## src/rtl/dcache_refill_unit.sv

```systemverilog
// AXI3 read-burst initiator for dcache line refills (8 x 32-bit) and uncached single-word reads.
// Optional define CRITICAL_WORD_FIRST_EN: wrapping line bursts from the requested word plus an early-word pulse.
module dcache_refill_unit (
  input  logic        i_clk,
  input  logic        i_rst,
  input  logic        i_rreq,
  input  logic        i_is_uncached,
  input  logic [31:0] i_rreq_paddr,
  output logic        o_rreq_recvd,
  output logic        o_rdone,
  output logic        o_rerr,
  output logic [31:0] o_rdata_bank0,
  output logic [31:0] o_rdata_bank1,
  output logic [31:0] o_rdata_bank2,
  output logic [31:0] o_rdata_bank3,
  output logic [31:0] o_rdata_bank4,
  output logic [31:0] o_rdata_bank5,
  output logic [31:0] o_rdata_bank6,
  output logic [31:0] o_rdata_bank7,
  output logic        o_busy,
  output logic [3:0]  o_arid,
  output logic [31:0] o_araddr,
  output logic [3:0]  o_arlen,
  output logic [2:0]  o_arsize,
  output logic [1:0]  o_arburst,
  output logic [1:0]  o_arlock,
  output logic [3:0]  o_arcache,
  output logic [2:0]  o_arprot,
  output logic        o_arvalid,
  input  logic        i_arready,
  input  logic [3:0]  i_rid,
  input  logic [31:0] i_rdata,
  input  logic [1:0]  i_rresp,
  input  logic        i_rlast,
  input  logic        i_rvalid,
`ifdef CRITICAL_WORD_FIRST_EN
  output logic        o_early_valid,
  output logic [31:0] o_early_word,
`endif
  output logic        o_rready
);

  localparam int unsigned NUM_WORDS = 8;
  localparam logic [1:0] BURST_INCR = 2'b01;
`ifdef CRITICAL_WORD_FIRST_EN
  localparam logic [1:0] BURST_WRAP = 2'b10;
`endif

  typedef enum logic [1:0] {S_IDLE, S_ADDR, S_DATA, S_DONE} state_t;

  state_t      r_state;
  state_t      w_next;
  logic        w_accept;
  logic        w_beat;
  logic [31:0] r_araddr;
  logic [3:0]  r_arlen;
  logic [1:0]  r_arburst;
  logic        r_uncached;
  logic        r_err;
  logic [3:0]  r_beat_cnt;
  logic [2:0]  r_word_idx;
  logic [31:0] r_bank [NUM_WORDS];
  logic        w_unused;

  // Single outstanding ID-0 transaction, so rid is never inspected.
  assign w_unused = ^{i_rid, i_rresp[0], i_rreq_paddr[1:0]};

  always_ff @(posedge i_clk) begin
    if (i_rst) r_state <= S_IDLE;
    else       r_state <= w_next;
  end

  always_comb begin
    w_next       = r_state;
    w_accept     = 1'b0;
    w_beat       = 1'b0;
    o_rreq_recvd = 1'b0;
    o_arvalid    = 1'b0;
    o_rready     = 1'b0;
    o_rdone      = 1'b0;
    o_rerr       = 1'b0;
    o_busy       = 1'b1;
    case (r_state)
      S_IDLE: begin
        o_busy = 1'b0;
        if (i_rreq) begin
          o_rreq_recvd = 1'b1;
          w_accept     = 1'b1;
          w_next       = S_ADDR;
        end
      end
      S_ADDR: begin
        o_arvalid = 1'b1;
        if (i_arready) w_next = S_DATA;
      end
      S_DATA: begin
        o_rready = 1'b1;
        if (i_rvalid) begin
          w_beat = 1'b1;
          if (i_rlast) w_next = S_DONE;
        end
      end
      S_DONE: begin
        o_rdone = 1'b1;
        o_rerr  = r_err;
        w_next  = S_IDLE;
      end
      default: w_next = S_IDLE;
    endcase
  end

  // Request latch, beat bookkeeping and bank capture.
  always_ff @(posedge i_clk) begin
    if (i_rst) begin
      r_araddr   <= '0;
      r_arlen    <= '0;
      r_arburst  <= BURST_INCR;
      r_uncached <= 1'b0;
      r_err      <= 1'b0;
      r_beat_cnt <= '0;
      r_word_idx <= '0;
      for (int i = 0; i < NUM_WORDS; i++) r_bank[i] <= '0;
    end else begin
      if (w_accept) begin
        r_uncached <= i_is_uncached;
        r_err      <= 1'b0;
        r_beat_cnt <= '0;
        if (i_is_uncached) begin
          r_araddr   <= {i_rreq_paddr[31:2], 2'b00};
          r_arlen    <= 4'd0;
          r_arburst  <= BURST_INCR;
          r_word_idx <= i_rreq_paddr[4:2];
        end else begin
          r_arlen    <= 4'd7;
`ifdef CRITICAL_WORD_FIRST_EN
          r_araddr   <= {i_rreq_paddr[31:2], 2'b00};
          r_arburst  <= BURST_WRAP;
          r_word_idx <= i_rreq_paddr[4:2];
`else
          r_araddr   <= {i_rreq_paddr[31:5], 5'b0};
          r_arburst  <= BURST_INCR;
          r_word_idx <= 3'd0;
`endif
        end
      end
      if (w_beat) begin
        r_err <= r_err | i_rresp[1];
        // Beats past arlen+1 are dropped; completion still waits for rlast.
        if (r_beat_cnt <= {1'b0, r_arlen[2:0]}) begin
          r_bank[r_word_idx] <= i_rdata;
          r_word_idx         <= r_word_idx + 3'd1;
          r_beat_cnt         <= r_beat_cnt + 4'd1;
        end
      end
    end
  end

`ifdef CRITICAL_WORD_FIRST_EN
  logic        r_early_valid;
  logic [31:0] r_early_word;

  always_ff @(posedge i_clk) begin
    if (i_rst) begin
      r_early_valid <= 1'b0;
      r_early_word  <= '0;
    end else begin
      r_early_valid <= w_beat && !r_uncached && (r_beat_cnt == 4'd0);
      if (w_beat && (r_beat_cnt == 4'd0)) r_early_word <= i_rdata;
    end
  end

  assign o_early_valid = r_early_valid;
  assign o_early_word  = r_early_word;
`endif

  assign o_arid    = 4'd0;
  assign o_araddr  = r_araddr;
  assign o_arlen   = r_arlen;
  assign o_arsize  = 3'd2;
  assign o_arburst = r_arburst;
  assign o_arlock  = 2'd0;
  assign o_arcache = 4'd0;
  assign o_arprot  = 3'd0;

  assign o_rdata_bank0 = r_bank[0];
  assign o_rdata_bank1 = r_bank[1];
  assign o_rdata_bank2 = r_bank[2];
  assign o_rdata_bank3 = r_bank[3];
  assign o_rdata_bank4 = r_bank[4];
  assign o_rdata_bank5 = r_bank[5];
  assign o_rdata_bank6 = r_bank[6];
  assign o_rdata_bank7 = r_bank[7];

endmodule
```

## config.mk

```make
export PLATFORM = sky130hd
export DESIGN_NAME = dcache_refill_unit
export DESIGN_NICKNAME = d
export VERILOG_FILES = /design/src/rtl/dcache_refill_unit.sv
export SDC_FILE = /design/constraint.sdc
export NUM_CORES = 1
export LEC_CHECK = 0
export BUFFER_PORTS_ARGS = -buffer_cell sky130_fd_sc_hd__buf_2
export CORE_MARGIN = 5
export CORE_UTILIZATION = 25
export CTS_CLUSTER_SIZE = 24
export DETAILED_ROUTE_END_ITERATION = 10
export HOLD_SLACK_MARGIN = 0.1
export MAX_ROUTING_LAYER = met4
export PLACE_DENSITY_LB_ADDON = 0.05
export SETUP_SLACK_MARGIN = 0.1
export SLEW_MARGIN = 15
export SYNTH_ARGS = -nofsm -noshare
export SYNTH_HDL_FRONTEND = slang
export SYNTH_SLANG_ARGS = --single-unit
```

## constraint.sdc

```tcl
create_clock -name i_clk -period 3.2 [get_ports i_clk]
set_input_delay 0.16 -clock i_clk [delete_from_list [all_inputs] [get_ports i_clk]]
set_output_delay 0.16 -clock i_clk [all_outputs]
set_load 0.02 [all_outputs]
```

## Word-level counts from Yosys, hierarchy flattened

Memories as Yosys holds them, arrays and structs flattened.
Index checks and enable logic that the tools add are counted.

| word-level totals | value |
|---|---|
| RAM bits | 256 |
| input bits | 77 |
| register bits after elaboration | 46 |
| memories kept | 1 |
| output and inout bits | 316 |
| word-level logic and storage cells | 56 |

Memory list:

| name | depth | bits a word | rd ports | clocked after Yosys merged registers in | write ports | RTL line | source |
|---|---|---|---|---|---|---|---|
| r_bank | 8 | 32 | 8 | 0 | 8 | 62 | `logic [31:0] r_bank [NUM_WORDS];` |

| operators by class | value |
|---|---|
| reductions and logical operators | 4 |
| bitwise operators | 1 |
| muxes and demuxes | 34 |
| $lt $le $gt $ge | 1 |
| equal/unequal tests | 7 |
| add/sub/neg operators | 2 |

Operator list:

| operator | number |
|---|---|
| 32-bit 2-to-1 mux | 1 |
| 32-bit OR reduction | 1 |
| 1-bit 2-to-1 mux | 18 |
| 3-bit 2-to-1 mux | 6 |
| 4-bit 2-to-1 mux | 3 |
| 2-bit 2-to-1 mux | 4 |
| 2-bit inequality test, second input constant | 4 |
| 2-bit one-hot mux with 4 select lines | 1 |
| 5-bit 2-to-1 mux | 1 |
| 4-bit by 1-bit adder with 4-bit output, second input constant | 1 |
| 2-bit equality test, second input constant | 2 |
| 4-bit by 3-bit <= comparator with 1-bit output | 1 |
| 4-bit AND reduction | 1 |
| 3-bit by 1-bit adder with 3-bit output, second input constant | 1 |
| 2-bit by 1-bit equality test with 1-bit output, second input constant | 1 |
| 2-bit logical NOT | 1 |
| 2-bit nonzero test | 1 |
| 1-bit bitwise OR | 1 |

## Longest topological paths before layout

| logic depth | value |
|---|---|
| depth in word-level cells | 7 |
| depth in mapped cells | 8 |

## Least setup slack after synthesis

OpenSTA, ideal clock, no wires.

| timing | value |
|---|---|
| path type | reg2reg |
| start | register r_arlen[1], in the netlist o_arlen[1] |
| end | memory r_bank[5][0], enable pin |
| period minus slack after synthesis | 2.800 ns |
| cell stages (with the launch flop) | 6 |
| slack | 0.400 ns |
| data required time | 2.810 ns |
| path buffers | 0 |
| arrival | 2.410 ns |
| path through | dfxtp_1 inv_1 ha_1 a211o_1 a21oi_2 a41o_1 |

RTL lines:

| item | RTL line | source |
|---|---|---|
| start, declared | 56 | `logic [3:0] r_arlen;` |
| start signal, assigned | 116 | `r_arlen <= '0;` |
| start signal, assigned | 130 | `r_arlen <= 4'd0;` |
| start signal, assigned | 134 | `r_arlen <= 4'd7;` |
| end, declared | 62 |  |

==> metrics.txt <==
outcome completed; DP Wirelength 28.92 mm; Wirelength per Cell 21.35 um; GRT overflow 0; CTS resizes 0; max-cap viol count 0; critical path's largest stage delay 0.52 ns; Num CTS Buffers 37; RSZ-0062 raised after global routing no; met1 WL 16.74 mm; Critical Path AT 2.90 ns; count of final setup violators 0; adder-cell share of the synthesized area 0.9810%; Post-synth top flop edfxtp_1; largest net degree at the start of global routing 65; post-route core utilization 34.35%; total number of vias 8084; Clock Tree Root clkbuf_16; DR DRC count 0; DRT antenna net count 0; share of cells above drive strength 1 36.87%; Final Hold Viols 0; GRT Resource Usage Total 16.20%; Post-Synth XOR/XNOR Area 0.1526%; peak supply drop 0.0004037 V; metal3 WL 3.233 mm; cells along the critical path inv_1, ha_1, a211o_1, nand2_4, nand4_4, buf_12, nor2_1; max_slew headroom 54.91%; unique cell type count in the Yosys netlist 39; # H-tree levels 2; post-synthesis async set-or-reset flop share 0%; PortBufs 364; Post-Synth Simple-Gate Area 16.75%; Mapped Area 11480 um2; total core area 45380 um2; Tot Pwr 0.01065 W; drt pass-1 iters 4; CP delay by family, top simple AND/OR/NAND/NOR gates; worst setup margin 0.6799 ns; post-DR vias/cell 4.186; cells after synthesis 892; Pleak 6.297 nW; Seq/Total Area, Yosys 74.12%; clock slew at reported path FFs 0.06 ns; Layout area overhead 35.80%; power per cell area 683.3 nW/um2; Synth Area in Compound Gates 3.314%; top layer in use met4; Crit path buffers/inverters 2; Yosys warnings 0; die area 50300 um2; vias in the first global route 8254; Data required, critical path 3.58 ns; Critical Path Fanout Max 24; Synth Register Bits 297; IO Pins 393; Worst Skew 0.01552 ns; Syn Area/Cell 12.87 um2; met2 WL 20.64 mm; Die Ht 224.3 um; fmax 396.8 MHz; CTS Buffer Depth 3; combinational family with the most area after synthesis simple AND/OR/NAND/NOR gates; pre-CTS WS 0.6535 ns; Final Non-Filler Cells 1931; Worst setup EP type register; Layout fillers 4673; WL final 41.22 mm; Die W 224.3 um; part of the cycle the worst path needs 78.75%; cts hold-fix bufs 34; final setup TNS 0 ns; Layout Nets 1379; initial core utilization 25.29%; Worst path slowest cell nand4_4; FP Rows 78; initial antenna violation count 8; kind of critical path reg -> reg; measured slew at the worst slew-check pin 0.6763 ns; Worst setup SP type register; Inst Count DP 1820; Tmin final 2.520 ns; mux cell area share after synthesis 0.08720%; postcts setup bufs 0; final RePlAce weighted congestion 0.7627; Post-synth EDFFs 256; Hold Path Class in -> reg; max-slew violations 0; Clock Latency Late Sink 0.54 ns; CTS tree done; Sinks on Clock Net 297; first-pass GRT wire length 58.56 mm; initial detailed-routing violation count 473
## through the flow
step                      hold slack (ns)  cell area, um2
final                              0.1367           15590
after global routing               0.1658           15580
after CTS                          0.1112           15560
after detailed placement           0.4074           13960
after global placement             0.4020           13960
after floorplan                    0.2960           11550
## registers in the layout (all words and copies together) (netlist names)
signal and flops:
r_state 2, r_err 1, r_word_idx 3, r_bank 256, o_arlen 1, r_beat_cnt 4
o_araddr 30
## layout make-up
type                    count  area [um2]  area share [%]
multi-input cells         532        2537           16.28
clock inverters            23       271.5           1.742
repair buffers            417        2470           15.85
well taps                 600       750.7           4.816
clock buffers              44       994.7           6.381
diodes                     10       25.02          0.1605
flip-flops and latches    297        8508           54.58
inverters                   8       30.03          0.1926
## power by group
group          internal (W)  switching, W
registers           0.00446      0.000119
clock network       0.00271       0.00164
logic              0.000483       0.00124
total               0.00765       0.00301
## synth_stat cells (2+ instances only)
| cell | n | area (um2) |
|---|---|---|
| a211o_1 | 2 | 17.52 |
| a211oi_1 | 5 | 37.54 |
| a21oi_1 | 31 | 155.2 |
| a22oi_1 | 7 | 52.55 |
| a31o_2 | 6 | 52.55 |
| a41o_1 | 2 | 20.02 |
| and2_1 | 2 | 12.51 |
| and3_1 | 2 | 12.51 |
| buf_1 | 4 | 15.01 |
| buf_2 | 18 | 90.09 |
| buf_4 | 24 | 180.2 |
| buf_6 | 13 | 146.4 |
| clkbuf_1 | 14 | 52.55 |
| conb_1 | 2 | 7.510 |
| dfxtp_1 | 41 | 820.8 |
| edfxtp_1 | 256 | 7687 |
| ha_1 | 9 | 112.6 |
| inv_1 | 7 | 26.28 |
| nand2_1 | 122 | 457.9 |
| nand3_1 | 4 | 20.02 |
| nand3_4 | 3 | 52.55 |
| nor2_1 | 238 | 893.4 |
| nor2_2 | 29 | 181.4 |
| nor2_4 | 2 | 22.52 |
| nor2b_1 | 35 | 219.0 |
## final timing paths
check,start,end,slack [ns],cells after the start
hold / removal,i_rvalid,r_beat_cnt[1],0.14,5
setup / recovery,o_arlen[1],r_bank[7][22],0.68,7
hold reg to reg,o_araddr[6],o_araddr[6],0.45,2
setup reg to reg,o_arlen[1],r_bank[7][22],0.68,7
## per-layer routing
| layer | vias to the layer above | GRT usage (%) |
|---|---|---|
| met2 | 258 | 27.06 |
| met3 | 47 | 5.012 |
| li1 | 3811 | - |
| met1 | 3968 | 19.60 |
| met4 | 0 | 3.221 |
| met5 | - | - |
## placed cells by master, fill, tap and decap left out, types with 13 or more instances in the layout
cell type,n
nor2b_1,34
dlygate4sd3_1,34
buf_12,13
edfxtp_1,256
nor2_2,28
nor2_1,238
conb_1,21
nand2_1,122
buf_2,363
clkbuf_16,39
dfxtp_1,41
a21oi_1,31
## tightest hold or removal path, delay by kind of cell
kind | cells | cell delay [ns]
compound gates | 1 | 0.05
buf+inv | 1 | 0.11
simple gates | 3 | 0.29
## cells by family after synthesis
logic type | after synthesis
fa+ha+maj | 9
simple gates | 441
buf+inv | 82
xor+xnor | 2
other cells | 2
mux | 1
compound gates | 58
flops | 297
(Power assumes the default switching activity.)
